## src/rtl/char_stream_feeder.sv

```systemverilog
// Byte FIFO feeding the `string` recognizer: classifies each character and inserts a
// one-cycle frame gap after every ';'. Optional macro STRIP_WS_EN drops whitespace on write.
module char_stream_feeder #(
  parameter int unsigned DEPTH     = 8,
  parameter int unsigned ADDR_W    = 3,
  parameter logic [7:0]  IDLE_CHAR = 8'h00
) (
  input  logic       clk,
  input  logic       clr,
  input  logic       in_valid,
  input  logic [7:0] in_data,
  output logic       in_ready,
  output logic       out_valid,
  output logic [7:0] out_data,
  output logic [1:0] out_class,
  input  logic       out_ready,
  output logic       frame_done,
  output logic [7:0] frame_len,
  output logic [7:0] drop_cnt
);

  typedef enum logic [1:0] {StIdle, StRun, StGap} state_e;

  localparam logic [ADDR_W:0] FullCount = (ADDR_W + 1)'(DEPTH);

  state_e            state_q, state_d;
  logic [7:0]        mem_q [DEPTH];
  logic [ADDR_W-1:0] wr_ptr_q, rd_ptr_q;
  logic [ADDR_W:0]   count_q, count_d;
  logic              full_q;
  logic [7:0]        len_q, len_d;
  logic [7:0]        frame_len_q, frame_len_d;
  logic [7:0]        drop_q, drop_d;

  logic       wr_en, rd_en, store, drop, is_ws;
  logic [7:0] len_inc;

`ifdef STRIP_WS_EN
  assign is_ws = (in_data == 8'h20) || (in_data == 8'h09) ||
                 (in_data == 8'h0A) || (in_data == 8'h0D);
`else
  assign is_ws = 1'b0;
`endif

  assign in_ready = ~full_q & ~clr;
  assign wr_en    = in_valid & in_ready;
  assign drop     = wr_en & in_data[7];
  assign store    = wr_en & ~in_data[7] & ~is_ws;

  // clr also hides the head so the recognizer sees idle while buffers are being flushed
  assign out_valid  = (count_q != '0) & (state_q != StGap) & ~clr;
  assign out_data   = out_valid ? mem_q[rd_ptr_q] : IDLE_CHAR;
  assign rd_en      = out_valid & out_ready;
  assign frame_done = (state_q == StGap);
  assign frame_len  = frame_len_q;
  assign drop_cnt   = drop_q;

  always_comb begin
    out_class = 2'b00;
    if (out_valid) begin
      if (out_data >= 8'h30 && out_data <= 8'h39) begin
        out_class = 2'b01;
      end else if (out_data == 8'h2B || out_data == 8'h2D ||
                   out_data == 8'h2A || out_data == 8'h2F) begin
        out_class = 2'b10;
      end else if (out_data == 8'h3B) begin
        out_class = 2'b11;
      end
    end
  end

  assign len_inc = (len_q == 8'hFF) ? len_q : len_q + 8'd1;

  always_comb begin
    count_d     = count_q;
    state_d     = state_q;
    len_d       = len_q;
    frame_len_d = frame_len_q;
    drop_d      = drop_q;

    unique case ({store, rd_en})
      2'b10:   count_d = count_q + 1'b1;
      2'b01:   count_d = count_q - 1'b1;
      default: count_d = count_q;
    endcase

    if (drop && drop_q != 8'hFF) begin
      drop_d = drop_q + 8'd1;
    end

    if (rd_en) begin
      len_d = len_inc;
      if (out_class == 2'b11) begin
        frame_len_d = len_inc;
      end
    end

    unique case (state_q)
      StIdle: begin
        if (store) state_d = StRun;
      end
      StRun: begin
        if (rd_en && out_class == 2'b11) begin
          state_d = StGap;
        end else if (count_d == '0) begin
          state_d = StIdle;
        end
      end
      StGap: begin
        len_d   = 8'd0;
        state_d = (count_d != '0) ? StRun : StIdle;
      end
      default: state_d = StIdle;
    endcase
  end

  always_ff @(posedge clk) begin
    if (clr) begin
      state_q     <= StIdle;
      wr_ptr_q    <= '0;
      rd_ptr_q    <= '0;
      count_q     <= '0;
      full_q      <= 1'b0;
      len_q       <= 8'd0;
      frame_len_q <= 8'd0;
      drop_q      <= 8'd0;
    end else begin
      state_q     <= state_d;
      count_q     <= count_d;
      full_q      <= (count_d == FullCount);
      len_q       <= len_d;
      frame_len_q <= frame_len_d;
      drop_q      <= drop_d;
      if (store) wr_ptr_q <= wr_ptr_q + 1'b1;
      if (rd_en) rd_ptr_q <= rd_ptr_q + 1'b1;
    end
  end

  always_ff @(posedge clk) begin
    if (store) begin
      mem_q[wr_ptr_q] <= in_data;
    end
  end

endmodule

```

## config.mk

```make
export PLATFORM = sky130hd
export DESIGN_NAME = char_stream_feeder
export DESIGN_NICKNAME = d
export VERILOG_FILES = /design/src/rtl/char_stream_feeder.sv
export SDC_FILE = /design/constraint.sdc
export NUM_CORES = 1
export LEC_CHECK = 0
export ABC_AREA = 1
export CAP_MARGIN = 30
export CELL_PAD_IN_SITES_DETAIL_PLACEMENT = 0
export CELL_PAD_IN_SITES_GLOBAL_PLACEMENT = 1
export CORE_MARGIN = 5
export CORE_UTILIZATION = 30
export CTS_CLUSTER_DIAMETER = 50
export CTS_CLUSTER_SIZE = 25
export DETAILED_ROUTE_END_ITERATION = 10
export PLACE_DENSITY_LB_ADDON = 0.05
export SLEW_MARGIN = 40
export SYNTH_ARGS = -nofsm -noshare
export SYNTH_HDL_FRONTEND = slang
export SYNTH_SLANG_ARGS = --single-unit
```

## constraint.sdc

```tcl
create_clock -name clk -period 2.8 [get_ports clk]
set_input_delay 0.42 -clock clk [delete_from_list [all_inputs] [get_ports clk]]
set_output_delay 0.42 -clock clk [all_outputs]
set_load 0.005 [all_outputs]
```

Word level (Yosys, flattened, before mapping)
Memories as Yosys holds them, arrays and structs flattened. A register that Yosys moved wholly into a read port is not among the register bits.
Index checks and enable logic that the tools add are counted.
{"block": "totals", "ramBits": 64, "regBits": 37, "mem_count": 1, "out_inout_bits": 29, "in_bits": 12, "word_cells": 72}
{"name": "mem_q", "depth": 8, "word_bits": 8, "read_ports": 1, "rd_ports_with_merged_regs": 1, "wr": 1, "line_no": "27", "source": "logic [7:0] mem_q [DEPTH];"}
{"block": "classes", "n_bitwise": 10, "add_sub_neg": 6, "eq_ne": 16, "order_cmp": 2, "reduce_logical": 13, "mux": 16}
{"cell": "$eq A8 B6 Y1 const B", "n": 5}
{"cell": "$add A8 B1 Y8 const B", "n": 2}
{"cell": "$mux W8", "n": 2}
{"cell": "$mux W2", "n": 7}
{"cell": "$eq A8 B8 Y1 const B", "n": 1}
{"cell": "$ge A8 B6 Y1 const B", "n": 1}
{"cell": "$le A8 B6 Y1 const B", "n": 1}
{"cell": "$ne A8 B8 Y1 const B", "n": 1}
{"cell": "$pmux W4 S2", "n": 1}
{"cell": "$reduce_bool A4 Y1", "n": 2}
{"cell": "$and A1 B1 Y1", "n": 7}
{"cell": "$add A3 B1 Y3 const B", "n": 2}
{"cell": "$eq A2 B2 Y1 const B", "n": 3}
{"cell": "$mux W3", "n": 2}
{"cell": "$pmux W2 S3", "n": 1}
{"cell": "$add A4 B1 Y4 const B", "n": 1}
{"cell": "$eq A2 B1 Y1 const B", "n": 2}
{"cell": "$eq A4 B4 Y1 const B", "n": 1}
{"cell": "$logic_not A4 Y1", "n": 1}
{"cell": "$ne A2 B2 Y1 const B", "n": 2}
{"cell": "$reduce_and A2 Y1", "n": 2}
{"cell": "$sub A4 B1 Y4 const B", "n": 1}
{"cell": "$logic_and A1 B1 Y1", "n": 3}
{"cell": "$logic_or A1 B1 Y1", "n": 3}
{"cell": "5 further kinds", "n": 9}

Logic depth before layout (Yosys ltp)
{"block": "depth", "ltp_word": 15, "depth_mapped": 19}

Worst setup path before layout
OpenSTA, ideal clock, no wires.
{"block": "synth_timing", "path_type": "input -> register", "start": "input clr", "end": "register state_q[0]", "arrival_time_ns": 2.644, "slack_ns": 0.087, "stages": 18, "required_time_ns": 2.730, "setup_ns": 0.070, "cell_sequence": "buf_2 inv_2 nand2_1 nor2_2 buf_6 nand2_1 clkinv_1 ha_1 inv_1 fa_1 xor2_1 o21ai_0 nor2_1 nand3_1 nand3_1 inv_1 nand2_1 a21oi_1"}
{"block": "synth_between", "elab_chain_len": 14, "elab_cells_between_ends": 35}
{"element": "from (decl)", "line_no": "9", "source": "input logic clr,"}
{"element": "$not A1 Y1 *", "line_no": "51", "source": "assign out_valid = (count_q != '0) & (state_q != StGap) & ~clr;"}
{"element": "$and A1 B1 Y1 *", "line_no": "51"}
{"element": "named net out_valid", "line_no": "13", "source": "output logic out_valid,"}
{"element": "branches (longest 12 deep; another with $ge A8 B6 Y1)"}
{"element": "to (signal assigned)", "line_no": "119", "source": "state_q <= StIdle;"}
{"element": "to (signal assigned)", "line_no": "128", "source": "state_q <= state_d;"}
{"element": "to (decl)", "line_no": "26", "source": "state_e state_q, state_d;"}
Mark *: on every way through the listed nets, which the timed path passes.
A chain may end at the register's enable or synchronous reset.

Final worst setup path
{"block": "layout_timing", "start": "register state_q[0]", "end": "output out_data[4]"}
{"block": "layout_between", "elab_chain_len": 4}
{"element": "$ne A2 B2 Y1", "line_no": "51"}
{"element": "$and A1 B1 Y1 (2 in a row)", "line_no": "51"}
{"element": "$mux W8", "line_no": "52", "source": "assign out_data = out_valid ? mem_q[rd_ptr_q] : IDLE_CHAR;"}
{"element": "to (decl)", "line_no": "14", "source": "output logic [7:0] out_data,"}
No other way between the ends.

==> impl_metrics.tcl <==
set metrics [dict create \
    outcome "finished clean" \
    multiInputGateArea_um2 1770 \
    hold_class "flop to flop" \
    grt_max_degree 24 \
    cts_tree "built" \
    portBuffers 40 \
    wl_per_cell_um 14.3 \
    fin_nets 635 \
    critical_path_class "flop to output pin" \
    synth_fa_ha_area_share_pct 2.20 \
    power_mw 3.11 \
    core_um2 15900 \
    root_buffer "clkbuf_16" \
    syn_nets 559 \
    drc_errors 0 \
    drt_iter0_markers 176 \
    drtPass1Iterations 6 \
    synth_mux_area_share_pct 0 \
    fill_cells 1651 \
    cp-end-kind "output pin" \
    ant_nets 0 \
    yosysTopAreaCell "edfxtp_1" \
    cts_buffers 9 \
    layout-drive-gt1-share_pct 17.1 \
    max_cap_viol_count 0 \
    tns_ns 0 \
    via_count 3575 \
    setup-violations-final 0 \
    ys_ff_latch 104 \
    slew_headroom_pct 73.8 \
    ios 41 \
    synth_warnings 0 \
    cts_max_path_buffers 2 \
    fin_util_pct 38.5 \
    avgViaCountPerCell 4.28 \
    grt_pass1_wl_um 19100 \
    p_leak_nw 2.52 \
    max-vdd-ir-drop_v 0.000289 \
    fp.dieH_um 138 \
    p_per_area_nw_per_um2 507 \
    synth-xor-area-share_pct 1.43 \
    dieArea_um2 18900 \
    post-route-period-util_pct 91.2 \
    grt_overflow 0 \
    syn_inst 539 \
    crit_required_ns 2.38 \
    final_max_slew_viol_count 0 \
    worstMarginPinSlew_ns 0.390 \
    hold_violations 0 \
    final_common_cell "nand2_1" \
    fin_crit_ns 2.55 \
    syn-cell-area_um2 4880 \
    seqCellArea_um2 2730 \
    clock.fmax_mhz 391 \
    syn_to_final_growth_pct 25.7 \
    grt_pass1_vias 3486 \
    start_util_pct 30.6 \
    synth_top_family_by_area "simple AND/OR/NAND/NOR gates" \
    gp_congestion 0.759 \
    final_cell_mix "94 x nand2_1, 76 x inv_1, 69 x nor2_1" \
    n_antenna_cell 0 \
    synthTopCellsByArea "edfxtp_1 39%, dfxtp_1 16%, nand2_1 7.3%" \
    rows 46 \
    grt_usage_pct 13.5 \
    synth-simple-area-share_pct 26.4 \
    synth_top_area_share_pct 39.4 \
    clock-skew-final_ns 0.00685 \
    synth_compound_area_share_pct 5.02 \
    avgSynthCellArea_um2 9.06 \
    cts.sinks 104 \
    antenna_found_initial 0 \
    startpoint_type "flop" \
    grt_setup_unrepaired "no" \
    crit_fanout 6 \
    cp.arrival_ns 2.13 \
    dp_hpwl_um 8120 \
    clkTransAtPathRegs_ns 0.07 \
    ys_types 37 \
    worst_skew_pair.late_latency_ns 0.35 \
    htree_levels 3 \
    die_w_um 138 \
    yosysSeqAreaShare_pct 55.8 \
    routed_wirelength_um 12000 \
]
routing by layer:
layer	part of all wire, %	vias up	GRT usage (%)	wire [µm]
met1	51	1617	18.8	6080
met3	3.3	10	2.45	393
met2	44	47	20.9	5330
met4	1.4	0	4.82	172
met5	0	-	0	0
li1	-	1901	-	-
worst max-delay path, stage by stage, from the launching register on:
cell and delay (ns):
dfxtp_2 0.35, inv_2 0.07, nand2_8 0.07, nand2_1 0.05, nor2_2 0.13, buf_6 0.15
buf_6 0.13, nand2_2 0.06, nor2_4 0.16, buf_4 0.12, clkdlybuf4s50_1 0.49
synthesized netlist by cell type:
master,instances
nor4_1,2
or2_1,1
nand3_4,1
nand2_1,95
dfxtp_1,40
buf_2,7
ha_1,7
nor3_2,1
nor2_2,5
clkinv_1,1
nor3_1,7
nor2_1,70
buf_6,6
a211oi_1,1
inv_1,76
clkbuf_1,3
nand4_1,15
a21boi_0,1
nor2_8,2
o31ai_1,1
or2_0,3
fa_1,1
nand2_4,1
xor2_1,6
nor3b_1,5
buf_4,3
edfxtp_1,64
nor2_4,4
nand3_1,43
or2_2,3
inv_2,6
nand3b_1,2
o21a_1,1
nand2_2,10
o21ai_0,30
xnor2_1,2
a21oi_1,13
worst paths after layout:
kind / start / endpoint / slack, ns / depth (start not counted)
hold reg to reg: rd_ptr_q[2] / rd_ptr_q[2] / 0.44 / 1
hold / removal: rd_ptr_q[2] / rd_ptr_q[2] / 0.44 / 1
setup reg to reg: count_q[0] / full_q / 0.32 / 13
setup / recovery: state_q[0] / out_data[4] / 0.25 / 10
power breakdown:
part / switching [mW] / internal (mW) / total (mW)
registers: 0.0102 / 1.64 / 1.65
logic: 0.147 / 0.109 / 0.256
clock network: 0.597 / 0.613 / 1.21
total: 0.754 / 2.36 / 3.11
per-stage QoR:
stage / instances / area, µm² / hold slack [ns] / setup slack, ns
finish: 836 / 6140 / 0.443 / 0.246
global route: 836 / 6140 / 0.462 / 0.0408
CTS: 836 / 6120 / 0.445 / 0.00287
detailed placement: 817 / 5740 / 0.430 / -0.132
global placement: 817 / 5740 / 0.424 / -0.0868
floorplan: 539 / 4880 / 0.412 / 0.0866
state kept, by name (all words and copies together), names as in the netlist, named ones only:
signal and flops:
mem_q 64, drop_cnt 8, frame_len 8, len_q 8
count_q 4, rd_ptr_q 3, wr_ptr_q 3, state_q 2
full_q 1
kinds of logic after synthesis:
logic type / after synthesis
simple gates: 270
xor+xnor: 8
fa+ha+maj: 8
compound gates: 47
flops: 104
buf+inv: 102
area by class of cell:
type                            count  share of cell area, %
Clock buffer                        9                   3.67
Multi-Input combinational cell    333                   28.8
Inverter                           83                   5.12
Clock inverter                      7                  0.917
Timing Repair Buffer               84                   12.5
Tap cell                          216                   4.40
Sequential cell                   104                   44.5
repair_timing:
action / in CTS / in global routing
resized for setup: 24 / 5
hold buffers: 0 / 0
pin swaps: 4 / 2
hold endpoints to repair: 0 / 0
buffers inserted: 3 / 0
setup endpoints to repair: 2 / 2
cloned: 0 / 0
Power figures use the tool's default switching activity.
